==> config.mk <==
export PLATFORM = sky130hd
export DESIGN_NAME = draw_cell_highlight
export DESIGN_NICKNAME = d
export VERILOG_FILES = /design/src/rtl/draw_pkg.sv /design/src/rtl/vga_frame_timer.sv /design/src/rtl/draw_cell_highlight.sv
export SDC_FILE = /design/constraint.sdc
export NUM_CORES = 1
export LEC_CHECK = 0
export ABC_AREA = 0
export CORE_MARGIN = 2
export CORE_UTILIZATION = 52
export DETAILED_ROUTE_END_ITERATION = 7
export GPL_ROUTABILITY_DRIVEN = 0
export PLACE_DENSITY = 0.86
export REMOVE_ABC_BUFFERS = 1
export SKIP_LAST_GASP = 1
export SLEW_MARGIN = 20
export SYNTH_ARGS = -nofsm -noshare
export SYNTH_HDL_FRONTEND = slang
export SYNTH_SLANG_ARGS = --single-unit
==> constraint.sdc <==
create_clock -name pclk -period 5.6 [get_ports pclk]
set_input_delay 0.84 -clock pclk [delete_from_list [all_inputs] [get_ports pclk]]
set_output_delay 0.84 -clock pclk [all_outputs]
set_load 0.03 [all_outputs]
==> src/rtl/draw_pkg.sv <==
// Shared definitions for the VGA draw chain: highlight modes, colour constants,
// default board geometry and the pixel bus carried between painter stages.
package draw_pkg;

    typedef enum logic [1:0] {
        HL_OFF    = 2'd0,
        HL_SOLID  = 2'd1,
        HL_BLINK  = 2'd2,
        HL_BORDER = 2'd3
    } hl_mode_e;

    localparam logic [11:0] COLOR_BLACK     = 12'h000;
    localparam logic [11:0] COLOR_WHITE     = 12'hfff;
    localparam logic [11:0] COLOR_RED       = 12'hf00;
    localparam logic [11:0] COLOR_BLUE      = 12'h00f;
    localparam logic [11:0] COLOR_YELLOW    = 12'hff0;
    localparam logic [11:0] COLOR_HIGHLIGHT = COLOR_YELLOW;

    localparam int BOARD_GRID_N   = 3;
    localparam int BOARD_ORIGIN_X = 90;
    localparam int BOARD_ORIGIN_Y = 10;
    localparam int BOARD_CELL_W   = 249;
    localparam int BOARD_CELL_H   = 249;

    typedef struct packed {
        logic [10:0] hcount;
        logic [10:0] vcount;
        logic        hsync;
        logic        vsync;
        logic        hblnk;
        logic        vblnk;
        logic [11:0] rgb;
    } vga_bus_t;

    // Pixel coordinate of edge number idx along one axis, in 12 bits so it never wraps.
    function automatic logic [11:0] cell_edge(input int origin, input int size, input int idx);
        return 12'(origin + idx * size);
    endfunction

endpackage

==> src/rtl/vga_frame_timer.sv <==
// Frame-rate timebase: vblank rising-edge detect, a one-cycle frame tick and a
// blink phase that toggles every BLINK_FRAMES frames.
module vga_frame_timer #(
    parameter int BLINK_FRAMES = 30
) (
    input  logic pclk,
    input  logic rst,
    input  logic vblnk_in,
    input  logic clear,
    output logic vblnk_rise,
    output logic frame_tick,
    output logic blink_phase
);

    localparam int                CNT_W    = (BLINK_FRAMES > 1) ? $clog2(BLINK_FRAMES) : 1;
    localparam logic [CNT_W-1:0]  CNT_LAST = CNT_W'(BLINK_FRAMES - 1);

    logic             vblnk_prev_q, vblnk_prev_d;
    logic             tick_q, tick_d;
    logic [CNT_W-1:0] cnt_q, cnt_d;
    logic             phase_q, phase_d;

    assign vblnk_rise = vblnk_in & ~vblnk_prev_q;

    always_comb begin
        vblnk_prev_d = vblnk_in;
        tick_d       = vblnk_rise;
        cnt_d        = cnt_q;
        phase_d      = phase_q;
        if (clear) begin
            cnt_d   = '0;
            phase_d = 1'b1;
        end else if (vblnk_rise) begin
            if (cnt_q == CNT_LAST) begin
                cnt_d   = '0;
                phase_d = ~phase_q;
            end else begin
                cnt_d = cnt_q + 1'b1;
            end
        end
    end

    // The previous-vblank copy resets high so a reset released inside vblank
    // does not fake an edge.
    always_ff @(posedge pclk or posedge rst) begin
        if (rst) begin
            vblnk_prev_q <= 1'b1;
            tick_q       <= 1'b0;
            cnt_q        <= '0;
            phase_q      <= 1'b1;
        end else begin
            vblnk_prev_q <= vblnk_prev_d;
            tick_q       <= tick_d;
            cnt_q        <= cnt_d;
            phase_q      <= phase_d;
        end
    end

    assign frame_tick  = tick_q;
    assign blink_phase = phase_q;

endmodule

==> src/rtl/draw_cell_highlight.sv <==
// Draw-chain stage that paints one run-time selected cell of the game board in
// solid, blinking or border-only style, with a fixed two-cycle latency.
module draw_cell_highlight
    import draw_pkg::*;
#(
    parameter int          GRID_N       = BOARD_GRID_N,
    parameter int          ORIGIN_X     = BOARD_ORIGIN_X,
    parameter int          ORIGIN_Y     = BOARD_ORIGIN_Y,
    parameter int          CELL_W       = BOARD_CELL_W,
    parameter int          CELL_H       = BOARD_CELL_H,
    parameter int          BORDER_W     = 8,
    parameter logic [11:0] HL_COLOR     = COLOR_HIGHLIGHT,
    parameter int          BLINK_FRAMES = 30
) (
    input  logic        pclk,
    input  logic        rst,
    input  logic [10:0] hcount_in,
    input  logic [10:0] vcount_in,
    input  logic        hsync_in,
    input  logic        vsync_in,
    input  logic        hblnk_in,
    input  logic        vblnk_in,
    input  logic [11:0] rgb_in,
    input  logic        start_en,
    input  logic [3:0]  cell_sel,
    input  logic [1:0]  mode,
    output logic [10:0] hcount_out,
    output logic [10:0] vcount_out,
    output logic        hsync_out,
    output logic        vsync_out,
    output logic        hblnk_out,
    output logic        vblnk_out,
    output logic [11:0] rgb_out,
    output logic        frame_tick
);

    localparam int N_CELLS = GRID_N * GRID_N;

    logic        vblnk_rise;
    logic        blink_phase;
    logic        blink_clear;
    hl_mode_e    mode_in;

    logic        en_q, en_d;
    logic [3:0]  sel_q, sel_d;
    hl_mode_e    mode_q, mode_d;

    vga_bus_t    bus_in;
    vga_bus_t    s1_bus_q, s1_bus_d;
    vga_bus_t    s2_bus_q, s2_bus_d;
    logic        in_cell_q, in_cell_d;
    logic        in_border_q, in_border_d;

    logic [11:0] hpos, vpos;
    logic [GRID_N-1:0]  col_hit, col_edge, row_hit, row_edge;
    logic [N_CELLS-1:0] cell_match, cell_edge_hit;
    logic        sel_valid;
    logic        paint;

    assign mode_in = hl_mode_e'(mode);
    assign hpos    = {1'b0, hcount_in};
    assign vpos    = {1'b0, vcount_in};

    assign bus_in = '{hcount: hcount_in, vcount: vcount_in,
                      hsync:  hsync_in,  vsync:  vsync_in,
                      hblnk:  hblnk_in,  vblnk:  vblnk_in,
                      rgb:    rgb_in};

    vga_frame_timer #(
        .BLINK_FRAMES (BLINK_FRAMES)
    ) u_frame_timer (
        .pclk        (pclk),
        .rst         (rst),
        .vblnk_in    (vblnk_in),
        .clear       (blink_clear),
        .vblnk_rise  (vblnk_rise),
        .frame_tick  (frame_tick),
        .blink_phase (blink_phase)
    );

    // Entering BLINK restarts the blink so the first frame is always visible.
    assign blink_clear = vblnk_rise && (mode_in == HL_BLINK) && (mode_q != HL_BLINK);

    always_comb begin
        en_d   = en_q;
        sel_d  = sel_q;
        mode_d = mode_q;
        if (vblnk_rise) begin
            en_d   = start_en;
            sel_d  = cell_sel;
            mode_d = mode_in;
        end
    end

    for (genvar i = 0; i < GRID_N; i++) begin : g_axis
        localparam logic [11:0] X_LO   = cell_edge(ORIGIN_X, CELL_W, i);
        localparam logic [11:0] X_HI   = cell_edge(ORIGIN_X, CELL_W, i + 1);
        localparam logic [11:0] X_LO_B = cell_edge(ORIGIN_X + BORDER_W, CELL_W, i);
        localparam logic [11:0] X_HI_B = cell_edge(ORIGIN_X - BORDER_W, CELL_W, i + 1);
        localparam logic [11:0] Y_LO   = cell_edge(ORIGIN_Y, CELL_H, i);
        localparam logic [11:0] Y_HI   = cell_edge(ORIGIN_Y, CELL_H, i + 1);
        localparam logic [11:0] Y_LO_B = cell_edge(ORIGIN_Y + BORDER_W, CELL_H, i);
        localparam logic [11:0] Y_HI_B = cell_edge(ORIGIN_Y - BORDER_W, CELL_H, i + 1);

        assign col_hit[i]  = (hpos >= X_LO) && (hpos < X_HI);
        assign col_edge[i] = (hpos < X_LO_B) || (hpos >= X_HI_B);
        assign row_hit[i]  = (vpos >= Y_LO) && (vpos < Y_HI);
        assign row_edge[i] = (vpos < Y_LO_B) || (vpos >= Y_HI_B);
    end

    for (genvar r = 0; r < GRID_N; r++) begin : g_row
        for (genvar c = 0; c < GRID_N; c++) begin : g_col
            localparam int IDX = r * GRID_N + c;
            assign cell_match[IDX]    = row_hit[r] & col_hit[c] & (sel_q == 4'(IDX));
            assign cell_edge_hit[IDX] = row_edge[r] | col_edge[c];
        end
    end

    assign sel_valid = ({1'b0, sel_q} < 5'(N_CELLS));

    always_comb begin
        s1_bus_d    = bus_in;
        in_cell_d   = sel_valid & (|cell_match);
        in_border_d = |(cell_match & cell_edge_hit);
    end

    always_comb begin
        paint = 1'b0;
        if (en_q && sel_valid) begin
            case (mode_q)
                HL_SOLID:  paint = in_cell_q;
                HL_BLINK:  paint = in_cell_q & blink_phase;
                HL_BORDER: paint = in_cell_q & in_border_q;
                default:   paint = 1'b0;
            endcase
        end
    end

    always_comb begin
        s2_bus_d = s1_bus_q;
        if (paint && !(s1_bus_q.hblnk || s1_bus_q.vblnk)) begin
            s2_bus_d.rgb = HL_COLOR;
        end
    end

    always_ff @(posedge pclk or posedge rst) begin
        if (rst) begin
            en_q        <= 1'b0;
            sel_q       <= '0;
            mode_q      <= HL_OFF;
            s1_bus_q    <= '0;
            in_cell_q   <= 1'b0;
            in_border_q <= 1'b0;
            s2_bus_q    <= '0;
        end else begin
            en_q        <= en_d;
            sel_q       <= sel_d;
            mode_q      <= mode_d;
            s1_bus_q    <= s1_bus_d;
            in_cell_q   <= in_cell_d;
            in_border_q <= in_border_d;
            s2_bus_q    <= s2_bus_d;
        end
    end

    assign hcount_out = s2_bus_q.hcount;
    assign vcount_out = s2_bus_q.vcount;
    assign hsync_out  = s2_bus_q.hsync;
    assign vsync_out  = s2_bus_q.vsync;
    assign hblnk_out  = s2_bus_q.hblnk;
    assign vblnk_out  = s2_bus_q.vblnk;
    assign rgb_out    = s2_bus_q.rgb;

endmodule

==> tab_implementation.tex, run 1 <==
\begin{tabular}{lr}
\hline
Metric & Value \\
\hline
\multicolumn{2}{l}{\textbf{Place}} \\
Half-perimeter wire length after placement & 4983 µm \\
IO buf count & 85 \\
Cell Count Post-Placement & $\sim$440 \\
\multicolumn{2}{l}{\textbf{Clock network}} \\
Clk pin slew, worst setup/hold paths & 90 ps \\
Clock tree buffer depth & 2 \\
Clock tree from TritonCTS & yes \\
Cts bufs inserted & 9 \\
Hold-fix buffers at CTS & 0 \\
Post-CTS repair timing setup buffer count & 0 \\
Number of gates resized after cts & 0 \\
Master cell of the clock root buffer & clkbuf\_8 \\
Skew-Pair Late Insertion Delay & about 370 ps \\
Clock sink count & 93 \\
H-tree depth reported by CTS & 3 \\
\multicolumn{2}{l}{\textbf{Global route}} \\
Pin count of the biggest net entering global routing & 53 \\
Overall Global Routing Usage & around 20\% \\
GR Overflow Total & 0 \\
Global-route wire length before repair & approximately 11,000 µm \\
Number of global-route vias before repair & between 2,000 and 2,500 \\
Initial antenna violation count & 0 \\
\multicolumn{2}{l}{\textbf{Detailed routing}} \\
Count of TritonRoute iterations in the first routing pass & 4 \\
Detailed-route vias per instance & roughly 5.6 \\
Count of vias placed by the detailed router & between 2,000 and 3,000 \\
Wire length after detailed routing & $\sim$7000 µm \\
Final antenna-violating net count & 0 \\
Routed length per instance & 15.21 µm \\
First DRT Iteration DRCs & between 150 and 200 \\
DRC violation count after routing & 0 \\
\multicolumn{2}{l}{\textbf{Synth}} \\
Largest cells by area after synthesis & dfrtp\_1 (66\%), nand2\_1 (4.0\%), o21ai\_0 (2.3\%) \\
Fraction of post-synthesis cell area in the top cell type by area & between 60 and 70\% \\
Cell taking the most area after synthesis & dfrtp\_1 \\
Share of async-settable or async-resettable flops after synthesis & 100.0\% \\
Synth Flop Type & dfrtp\_1 \\
Synthesized area per cell & $\sim$12 µm² \\
Number of warnings issued by yosys & 0 \\
Arithmetic-cell share of the synthesized area counting full adders, half adders and majority gates & less than 1\% \\
Syn Inst Count & between 200 and 300 \\
Number of library cell types mapped by synthesis & 46 \\
Post-Synth Simple-Gate Area & 16.75\% \\
Synth Area in Compound Gates & about an eighth \\
Register area share after synthesis & approximately 68\% \\
Number of flops mapped to enable cells by yosys & 0 \\
Mux share of post-synthesis cell area & 0\% \\
Number of flip-flops and latches in the synthesized netlist & between 90 and 100 \\
Mapped Area & between 3000 and 4000 µm² \\
Area share of xor/xnor cells in the synthesized design & 0\% \\
Combinational family with the most area after synthesis & simple AND/OR/NAND/NOR gates \\
\multicolumn{2}{l}{\textbf{Final layout}} \\
Non-filler instance count after layout & between 400 and 500 \\
Final Net Count & between 400 and 500 \\
Layout Area Growth over Synthesis & 31.71\% \\
Fraction of layout cells with a size suffix above 1 & 6.299\% \\
Filler Cells Inserted & between 400 and 500 \\
Diode insertion count for antenna repair & 0 \\
\multicolumn{2}{l}{\textbf{Floorplan}} \\
Starting density of the core & 53.94\% \\
Height of the die & approximately 85 µm \\
X dimension of the die & 85.39 µm \\
Die Footprint & $\sim$7300 µm² \\
Boundary pin count & 86 \\
Core Region & 6386 µm² \\
\# rows & 29 \\
\multicolumn{2}{l}{\textbf{Timing}} \\
Number of pins with negative max-slew slack in the final report & 0 \\
Unrepaired setup endpoints after global routing & no \\
Share of the clock period used by the worst path & between 40 and 50\% \\
Fin Setup TNS & 0 ps \\
Number of failing hold endpoints at the final stage & 0 \\
Smallest hold slack & 349.0 ps \\
Setup violations, final & 0 \\
Transition time at the pin with the least slew margin & 866.0 ps \\
Worst-case headroom to the max-slew limit & a little over two fifths \\
Worst setup skew after layout & between 10 and 15 ps \\
Highest clock rate & $\sim$370 MHz \\
Min Clock Period, post-route & around 2700 ps \\
\multicolumn{2}{l}{\textbf{Critical path}} \\
Element type at the critical path end & flip-flop \\
Highest fanout seen on the critical path & 11 \\
Slowest stage delay, CP & about 700 ps \\
Reg2Reg Setup Slack & $\sim$3500 ps \\
Most frequent CP cell & nor4\_1 \\
Cell breakdown of the critical path & clkdlybuf4s50\_1 > inv\_1 > nor4\_1 > a311o\_1 > nor3\_1 > nor4\_1 > o211ai\_1 \\
Slowest cell on the critical path & clkdlybuf4s50\_1 \\
Startpoint kind of the worst setup timing path & input port \\
Critical path class & input port to flip-flop \\
Data required time of the critical path & 5840 ps \\
Arrival time of the worst setup path & about 3000 ps \\
\multicolumn{2}{l}{\textbf{Status}} \\
Status & finished clean \\
\multicolumn{2}{l}{\textbf{Pwr}} \\
P\_leak & 0.001921 µW \\
Worst VDD drop & 0.0002172 V \\
Total power per unit cell area & between 300 and 400 nW/µm² \\
\multicolumn{2}{l}{\textbf{Job}} \\
Max-cap viol count & 0 \\
\multicolumn{2}{l}{\textbf{Worst hold path}} \\
Class of the tightest hold or removal check & flip-flop to flip-flop \\
\hline
\end{tabular}
[synth_stat cells, types with 2 or more instances]
cell and instances:
nand2_1 37, o211ai_1 6, o31ai_1 3, nor4b_1 3
dfstp_2 2, a22oi_1 2, inv_1 10, nand3_1 9
nor3_1 9, clkbuf_1 7, nand3b_1 2, o211a_1 2
nor3b_1 3, nor2b_1 4, or2_2 2, a21oi_1 13
nand4_1 3, o21ai_0 16, or4_1 4, dfrtp_1 91
nand2b_1 10, a31oi_1 3, and2_1 4, a211oi_1 3
nor4_1 5, nor2_1 14, ha_1 2, buf_2 5
a211o_1 2
[area by class of cell]
class,count,area (µm²),area share (%)
Sequential cell,93,2330,51.35
Multi-Input combinational cell,176,1010,22.26
Timing Repair Buffer,86,858.3,18.92
Clock buffer,9,123.9,2.730
Tap cell,77,96.34,2.124
Clock inverter,7,80.08,1.765
Inverter,10,38.79,0.8549
[power by group]
part / internal (µW) / switching [µW]
registers: 726 / 34.5
clock network: 212 / 241
logic: 87.8 / 108
[worst paths after layout]
path,start,end,cells past startpoint
setup / recovery,hcount_in[8],in_cell_q,7
hold / removal,s1_bus_q[17],vcount_out[1],0
setup reg to reg,u_frame_timer.vblnk_prev_q,u_frame_timer.cnt_q[3],5
hold reg to reg,s1_bus_q[17],vcount_out[1],0
max in group asynchronous,rst,vcount_out[5],3
min in group asynchronous,rst,s1_bus_q[11],2
[cells in the final DEF, fill, tap and decap left out, types with 4 or more instances in the layout]
cell type	count
dfrtp_1	91
nor3_1	9
a21oi_1	13
or4_1	4
clkdlybuf4s50_1	85
nand3_1	9
nor2b_1	4
o211ai_1	6
nand2_1	37
inv_1	9
and2_1	4
nand2b_1	10
o21ai_0	16
nor4_1	5
clkbuf_8	9
nor2_1	14
[per-stage QoR]
stage / instance area, µm² / setup slack, ps / total power (µW) / utilization, %
floorplan: 3377 / 2343 / 868.4 / -
global placement: 4333 / 2650 / 959.9 / 67.85
detailed placement: 4333 / 2497 / 971.1 / 67.85
CTS: 4537 / 2890 / 1424 / 71.04
global route: 4537 / 2615 / 1476 / 71.04
finish: 4537 / 2863 / 1410 / 71.04
[per-layer routing]
layer | vias up | track usage [%] | wire length [µm]
li1 | 1190 | - | -
met5 | - | 0 | 0
met4 | 0 | 8.514 | 156
met1 | 1240 | 26.38 | 2842
met2 | 99 | 32.03 | 3508
met3 | 14 | 4.767 | 457
[cell families (layout without fill, tap and decap cells)]
logic type | count (synthesis) | count (layout)
AO/OA/AOI/OAI | 62 | 62
adder cells (fa/ha/maj) | 2 | 2
buffers and inverters | 24 | 112
flip-flops | 93 | 93
AND/OR/NAND/NOR | 112 | 112
[worst max-delay path: cells and delay by family]
kind                   cells  cell delay, ps
AND/OR/NAND/NOR            3             850
buffers and inverters      2             840
AO/OA/AOI/OAI              2             440
[registers in the layout (all words and copies together) (netlist names)]
name	count
hcount_out	11
u_frame_timer.frame_tick	1
mode_q	2
u_frame_timer.vblnk_prev_q	1
sel_q	4
en_q	1
hsync_out	1
hblnk_out	1
u_frame_timer.cnt_q	5
rgb_out	12
u_frame_timer.blink_phase	1
in_border_q	1
vsync_out	1
vblnk_out	1
s1_bus_q	38
vcount_out	11
in_cell_q	1
Power figures use the tool's default switching activity.
==> inputs of run 2 (changes only) <==
--- a/config.mk
+++ b/config.mk
@@ -7,10 +7,10 @@
 export LEC_CHECK = 0
 export ABC_AREA = 0
 export CORE_MARGIN = 2
-export CORE_UTILIZATION = 52
+export CORE_UTILIZATION = 44
 export DETAILED_ROUTE_END_ITERATION = 7
 export GPL_ROUTABILITY_DRIVEN = 0
-export PLACE_DENSITY = 0.86
+export PLACE_DENSITY = 0.78
 export REMOVE_ABC_BUFFERS = 1
 export SKIP_LAST_GASP = 1
 export SLEW_MARGIN = 20
==> constraint.sdc (replaced) <==
create_clock -name pclk -period 2.5 [get_ports pclk]
set_input_delay 0.375 -clock pclk [delete_from_list [all_inputs] [get_ports pclk]]
set_output_delay 0.375 -clock pclk [all_outputs]
set_load 0.03 [all_outputs]
==> run 2 against run 1 <==
  * Clock skew down 0.80 ps
  * Non-clock buffer count up 9
  * Clock power is 140% higher
  * First-iteration DRC count fell by 12%
  * Flip-flop and latch count unchanged
  * Power grew 130%
  * Routed wire length grew 0.73%
  * Largest cell class unchanged
  * Largest power group unchanged
==> tab_implementation.tex, run 2 (synthesis results as in run 1) <==
\begin{tabular}{lr}
\hline
Metric & Value \\
\hline
\multicolumn{2}{l}{\textbf{Pwr}} \\
Total power per unit cell area & 695.7 nW/µm² (+120\%) \\
P\_leak & 0.001974 µW (+2.8\%) \\
Relative contribution of the clock network to total power & 33.5\% (+1.4 points) \\
Internal power & 2407 µW (+130\%) \\
Worst VDD drop & 0.0003262 V (+50\%) \\
Switching part of the total & 25.83\% (-1.4 points) \\
Sequential cell fraction of total power & 52.5\% (-1.4 points) \\
Switching power of the nets & 838.4 µW (+120\%) \\
Share of power burned in combinational logic & 14.0\% (about the same) \\
\multicolumn{2}{l}{\textbf{Global route}} \\
Initial antenna violation count & 0 (unchanged) \\
Number of global-route vias before repair & 2,508 (+5.6\%) \\
Overall Global Routing Usage & 17.66\% (-2.3 points) \\
GR Overflow Total & 0 (unchanged) \\
Pin count of the biggest net entering global routing & 94 (+77\%) \\
Global-route wire length before repair & 11,820 µm (+4.4\%) \\
\multicolumn{2}{l}{\textbf{Detailed routing}} \\
First DRT Iteration DRCs & 152 (-12\%) \\
Met2 wire length & 3423 µm (-2.4\%) \\
Max Used Layer & met4 \\
Wire length after detailed routing & 7015 µm (+0.73\%) \\
Routed wire length on met3 & 413 µm (-9.6\%) \\
DRC violation count after routing & 0 (unchanged) \\
Detailed-route vias per instance & 5.150 (-7.2\%) \\
Routed length per instance & 14.26 µm (-6.2\%) \\
Final antenna-violating net count & 0 (unchanged) \\
Count of vias placed by the detailed router & 2,534 (-0.35\%) \\
Met1 wire length & 3040 µm (+7.0\%) \\
Count of TritonRoute iterations in the first routing pass & 6 (+2) \\
\multicolumn{2}{l}{\textbf{Timing}} \\
Share of the clock period used by the worst path & about nine tenths \\
Worst-case headroom to the max-slew limit & 37.43\% (-4.6 points) \\
Number of failing hold endpoints at the final stage & 0 (unchanged) \\
Setup violations, final & 0 (unchanged) \\
Transition time at the pin with the least slew margin & 934.4 ps (+68.36 ps) \\
Worst setup skew after layout & 9.563 ps (-0.7985 ps) \\
Fin Setup TNS & 0 ps (unchanged) \\
Number of pins with negative max-slew slack in the final report & 0 (unchanged) \\
Smallest hold slack & 354.5 ps (+5.523 ps) \\
Setup ws final & 252.7 ps (-2611 ps) \\
Unrepaired setup endpoints after global routing & no \\
Min Clock Period, post-route & between 2000 and 2500 ps \\
Highest clock rate & 445.0 MHz \\
\multicolumn{2}{l}{\textbf{Critical path}} \\
CP startpoint & hcount\_in[8] \\
Element type at the critical path end & flip-flop \\
FF-to-FF path depth & 4 (-1) \\
Arrival time of the worst setup path & 2460 ps (-510 ps) \\
R2R Path End & in\_border\_q \\
End of the critical path & in\_border\_q \\
Highest fanout seen on the critical path & 8 (-3) \\
Critical path class & input port to flip-flop \\
Reg2Reg Setup Slack & 700 ps (-2820 ps) \\
Startpoint kind of the worst setup timing path & input port \\
Data required time of the critical path & 2710 ps (-3130 ps) \\
Critical R2R Launch & sel\_q[0] \\
\multicolumn{2}{l}{\textbf{Final layout}} \\
Most frequent standard cell in the layout excluding fill and tap cells & dfrtp\_1 \\
Diode insertion count for antenna repair & 0 (unchanged) \\
Number of flip-flops in the largest register & 38 (unchanged) \\
Fraction of layout cells with a size suffix above 1 & 8.205\% (+1.9 points) \\
Layout Area Growth over Synthesis & 35.45\% \\
Final Net Count & 434 (+2.1\%) \\
Register with the most flip-flops & s1\_bus\_q \\
Total non-filler cell area in the finished layout & 4666 µm² (+2.8\%) \\
Most used cells in the layout excluding fill and tap cells & dfrtp\_1 (91), clkdlybuf4s50\_1 (85), nand2\_1 (37) \\
\multicolumn{2}{l}{\textbf{Floorplan}} \\
Boundary pin count & 86 (unchanged) \\
Starting density of the core & 45.04\% (-8.9 points) \\
X dimension of the die & 92.48 µm (+8.3\%) \\
\# rows & 32 (+10\%) \\
Height of the die & 92.48 µm (+8.3\%) \\
Die Footprint & 8553 µm² (+17\%) \\
Core Region & 7647 µm² (+20\%) \\
\multicolumn{2}{l}{\textbf{Status}} \\
Status & finished clean \\
\multicolumn{2}{l}{\textbf{Place}} \\
DP Worst Slack & -61.13 ps (-2559 ps) \\
Half-perimeter wire length after placement & 4994 µm (+0.23\%) \\
IO buf count & 85 (unchanged) \\
Post-detailed-placement cell area & 4444 µm² (+2.6\%) \\
\multicolumn{2}{l}{\textbf{Clock network}} \\
Cts bufs inserted & 9 (unchanged) \\
Number of gates resized after cts & 0 (unchanged) \\
Clock tree buffer depth & 2 (unchanged) \\
Hold-fix buffers at CTS & 0 (unchanged) \\
Clk pin slew, worst setup/hold paths & 90 ps (about the same) \\
Master cell of the clock root buffer & clkbuf\_8 \\
Clock tree from TritonCTS & yes \\
Post-CTS repair timing setup buffer count & 0 (unchanged) \\
Clock sink count & 93 (unchanged) \\
H-tree depth reported by CTS & 3 (unchanged) \\
Skew-Pair Late Insertion Delay & 350 ps (-20 ps) \\
\multicolumn{2}{l}{\textbf{Job}} \\
Max-cap viol count & 0 (unchanged) \\
\multicolumn{2}{l}{\textbf{Worst hold path}} \\
Class of the tightest hold or removal check & flip-flop to flip-flop \\
\hline
\end{tabular}
[run 2: changes by cell type in the layout (fill, tap and decap cells not counted)]
cell,change
bufinv_16,+1
buf_4,+8
inv_8,-1
clkbuf_1,+1
buf_12,+1
clkinv_2,-1
[run 2: final cells by class]
class | count | area (µm²)
Fill cell | 604 | 2982
Sequential cell | 93 | 2330
Multi-Input combinational cell | 176 | 1010
Timing Repair Buffer | 95 | 938.4
Clock buffer | 10 | 127.6
Tap cell | 102 | 127.6
Clock inverter | 6 | 93.84
Inverter | 10 | 38.79
[run 2: metal layers]
layer,up-vias,global-route usage (%)
li1,1209,-
met1,1194,23.20
met2,116,28.65
met3,15,4.150
met4,0,6.716
met5,-,0
[run 2: worst max-delay path: stages]
cell	delay (ps)
clkdlybuf4s50_1	620
buf_4	180
nor4b_1	330
o211ai_1	180
o21ai_1	220
a2111oi_1	140
a221oi_1	280
o2111ai_1	150
[run 2: worst min path at each step]
| stage | from | to | depth (start not counted) |
|---|---|---|---|
| floorplan | s1_bus_q[27] | hcount_out[0] | 0 |
| global placement | s1_bus_q[36] | hcount_out[9] | 0 |
| detailed placement | s1_bus_q[29] | hcount_out[2] | 0 |
| CTS | s1_bus_q[19] | vcount_out[3] | 0 |
| global route | s1_bus_q[23] | vcount_out[7] | 0 |
| finish | s1_bus_q[34] | hcount_out[7] | 0 |
[run 2: metrics by stage]
stage | instances | total power (µW) | utilization [%]
after global placement | 476 | 2166 | 58.12
final | 492 | 3246 | 61.01
after floorplan | 279 | 1945 | -
after CTS | 492 | 3273 | 61.01
after global routing | 492 | 3413 | 61.01
after detailed placement | 476 | 2188 | 58.12
[run 2: power by group through the flow]
stage | registers, µW | logic (µW) | clock network [µW]
global route | 1720 | 498 | 1190
detailed placement | 1730 | 454 | 0
CTS | 1700 | 456 | 1110
floorplan | 1780 | 165 | 0
finish | 1700 | 453 | 1090
global placement | 1730 | 440 | 0
==> inputs of run 3 (changes only) <==
==> constraint.sdc (replaced) <==
create_clock -name pclk -period 2.5 [get_ports pclk]
set_input_delay 0.5 -clock pclk [delete_from_list [all_inputs] [get_ports pclk]]
set_output_delay 0.5 -clock pclk [all_outputs]
set_load 0.03 [all_outputs]
==> run 3 against run 2 <==
  * Global-route usage grew 0.35 points
  * Final area grew 1.6%
  * Setup slack lost 51 ps
  * Die area is the same
  * Sequential share of layout area shrank 0.80 points
  * First-iteration DRC count is the same
  * Non-clock buffer count grew 11
  * Clock-buffer cell count shrank 1
  * Combinational power grew 3%
  * Routed wire length grew 3.3%
  * Sequential power is essentially flat
  * Maximum frequency shrank 2.2%
  * Largest power group unchanged
==> tab_implementation.tex, run 3 (synthesis results as in run 1) <==
\begin{tabular}{lr}
\hline
Metric & Value \\
\hline
\multicolumn{2}{l}{\textbf{Final layout}} \\
Final Util & 62.01\% (+1.0 points) \\
Sequential cell area in the final layout & 2330 µm² (unchanged) \\
Area used by multi-input combinational logic & 1021 µm² (+1.1\%) \\
Number of flip-flops in the largest register & 38 (unchanged) \\
Diode insertion count for antenna repair & 0 (unchanged) \\
Final Net Count & 445 (+2.5\%) \\
Filler Cells Inserted & 628 (+4.0\%) \\
Fraction of layout cells with a size suffix above 1 & 11.47\% (+3.3 points) \\
Most frequent standard cell in the layout excluding fill and tap cells & dfrtp\_1 \\
Most used cells in the layout excluding fill and tap cells & dfrtp\_1 (91), clkdlybuf4s50\_1 (85), nand2\_1 (37) \\
Register with the most flip-flops & s1\_bus\_q \\
Layout Area Growth over Synthesis & 37.67\% \\
\multicolumn{2}{l}{\textbf{Critical path}} \\
Element type at the critical path end & flip-flop \\
CP startpoint & hcount\_in[3] \\
Arrival time of the worst setup path & 2570 ps (+110 ps) \\
Startpoint kind of the worst setup timing path & input port \\
Highest fanout seen on the critical path & 6 (-2) \\
Reg2Reg Setup Slack & 690 ps (about the same) \\
End of the critical path & in\_border\_q \\
Critical path class & input port to flip-flop \\
Data required time of the critical path & 2770 ps (+60 ps) \\
R2R Path End & in\_border\_q \\
FF-to-FF path depth & 4 (unchanged) \\
Critical R2R Launch & sel\_q[0] \\
\multicolumn{2}{l}{\textbf{Pwr}} \\
P\_leak & 0.002025 µW (+2.6\%) \\
Worst VDD drop & 0.0003135 V (-3.9\%) \\
Total power per unit cell area & 672.8 nW/µm² (-3.3\%) \\
\multicolumn{2}{l}{\textbf{Floorplan}} \\
Starting density of the core & 45.04\% (unchanged) \\
Die Footprint & 8553 µm² (unchanged) \\
Core Region & 7647 µm² (unchanged) \\
Height of the die & 92.48 µm (unchanged) \\
Boundary pin count & 86 (unchanged) \\
\# rows & 32 (unchanged) \\
X dimension of the die & 92.48 µm (unchanged) \\
\multicolumn{2}{l}{\textbf{Clock network}} \\
Clock tree from TritonCTS & yes \\
Hold-fix buffers at CTS & 0 (unchanged) \\
Skew-Pair Late Insertion Delay & 350 ps (about the same) \\
Cts bufs inserted & 9 (unchanged) \\
Master cell of the clock root buffer & clkbuf\_8 \\
Clk pin slew, worst setup/hold paths & 90 ps (about the same) \\
Clock tree buffer depth & 2 (unchanged) \\
Clock sink count & 93 (unchanged) \\
H-tree depth reported by CTS & 3 (unchanged) \\
\multicolumn{2}{l}{\textbf{Timing}} \\
Smallest hold slack & 344.5 ps (-10.04 ps) \\
Number of failing hold endpoints at the final stage & 0 (unchanged) \\
Number of pins with negative max-slew slack in the final report & 0 (unchanged) \\
Transition time at the pin with the least slew margin & 870.4 ps (-63.98 ps) \\
Unrepaired setup endpoints after global routing & no \\
Worst-case headroom to the max-slew limit & 41.72\% (+4.3 points) \\
Worst setup skew after layout & 7.965 ps (-1.598 ps) \\
Setup violations, final & 0 (unchanged) \\
Share of the clock period used by the worst path & 91.93\% (+2.0 points) \\
Min Clock Period, post-route & 2298 ps (+50.79 ps) \\
Highest clock rate & 435.1 MHz (-2.2\%) \\
\multicolumn{2}{l}{\textbf{Place}} \\
Half-perimeter wire length after placement & 5220 µm (+4.5\%) \\
IO buf count & 85 (unchanged) \\
\multicolumn{2}{l}{\textbf{Global route}} \\
Number of global-route vias before repair & 2,430 (-3.1\%) \\
Pin count of the biggest net entering global routing & 52 (-45\%) \\
Initial antenna violation count & 0 (unchanged) \\
GR Overflow Total & 0 (unchanged) \\
Overall Global Routing Usage & 18.01\% (+0.35 points) \\
Global-route wire length before repair & 11,880 µm (+0.52\%) \\
\multicolumn{2}{l}{\textbf{Detailed routing}} \\
Count of TritonRoute iterations in the first routing pass & 4 (-2) \\
DRC violation count after routing & 0 (unchanged) \\
First DRT Iteration DRCs & 152 (unchanged) \\
Routed length per instance & 14.41 µm (+1.1\%) \\
Count of vias placed by the detailed router & 2,554 (+0.79\%) \\
Wire length after detailed routing & 7250 µm (+3.3\%) \\
Final antenna-violating net count & 0 (unchanged) \\
Detailed-route vias per instance & 5.078 (-1.4\%) \\
\multicolumn{2}{l}{\textbf{Worst hold path}} \\
Class of the tightest hold or removal check & flip-flop to flip-flop \\
\multicolumn{2}{l}{\textbf{Job}} \\
Max-cap viol count & 0 (unchanged) \\
\multicolumn{2}{l}{\textbf{Status}} \\
Status & finished clean \\
\hline
\end{tabular}
==> run 3: area by class of cell <==
| type | count | share of cell area [%] |
|---|---|---|
| Timing Repair Buffer | 106 | 21.53 |
| Sequential cell | 93 | 49.13 |
| Clock buffer | 9 | 2.612 |
| Tap cell | 102 | 2.691 |
| Inverter | 10 | 0.8179 |
| Clock inverter | 7 | 1.689 |
| Multi-Input combinational cell | 176 | 21.53 |
==> run 3: worst min-delay path by stage <==
stage | startpoint | to | slack, ps | cells past startpoint
4_1_cts | s1_bus_q[32] | hcount_out[5] | 350 | 0
5_1_grt | s1_bus_q[32] | hcount_out[5] | 350 | 0
3_5_place_dp | s1_bus_q[31] | hcount_out[4] | 330 | 0
3_3_place_gp | s1_bus_q[14] | vsync_out | 330 | 0
2_1_floorplan | s1_bus_q[27] | hcount_out[0] | 330 | 0
6_report | s1_bus_q[32] | hcount_out[5] | 340 | 0
==> run 3: what timing repair did <==
action / in CTS / in global routing
gates resized for setup: 0 / 2
endpoints found under the setup margin: 0 / 1
setup buffers: 0 / 0
==> run 3: power breakdown <==
group / switching, µW / internal (µW) / total [µW] / leakage, µW
Clock: 540 / 478 / 1020 / 0.000103
Combinational: 249 / 218 / 467 / 0.000826
Sequential: 79.2 / 1630 / 1710 / 0.00110
Total: 868 / 2320 / 3190 / 0.00203
==> run 3: through the flow <==
step | setup WS, ps | power (µW) | setup TNS [ps] | instance area (µm²) | cells
detailed placement | -113.4 | 2200 | -226.8 | 4527 | 487
CTS | 260.6 | 3225 | 0 | 4731 | 503
global placement | 6.297 | 2180 | 0 | 4527 | 487
global route | 22.59 | 3359 | 0 | 4742 | 503
floorplan | -417.0 | 1945 | -37950 | 3377 | 279
finish | 201.9 | 3190 | 0 | 4742 | 503
==> run 3: critical path, stage by stage <==
cell and delay (ps):
clkdlybuf4s50_1 510, or4_1 570, nor2_1 110, o311ai_1 160, nor4_1 430, a22oi_1 170
o2111ai_1 120
==> run 3: metal layers <==
| layer | GRT usage [%] | vias up | part of all wire, % |
|---|---|---|---|
| met5 | 0 | - | 0 |
| met4 | 7.960 | 0 | 1.8 |
| met3 | 3.743 | 9 | 4.9 |
| met2 | 29.20 | 84 | 50 |
| met1 | 23.52 | 1233 | 43 |
| li1 | - | 1228 | - |
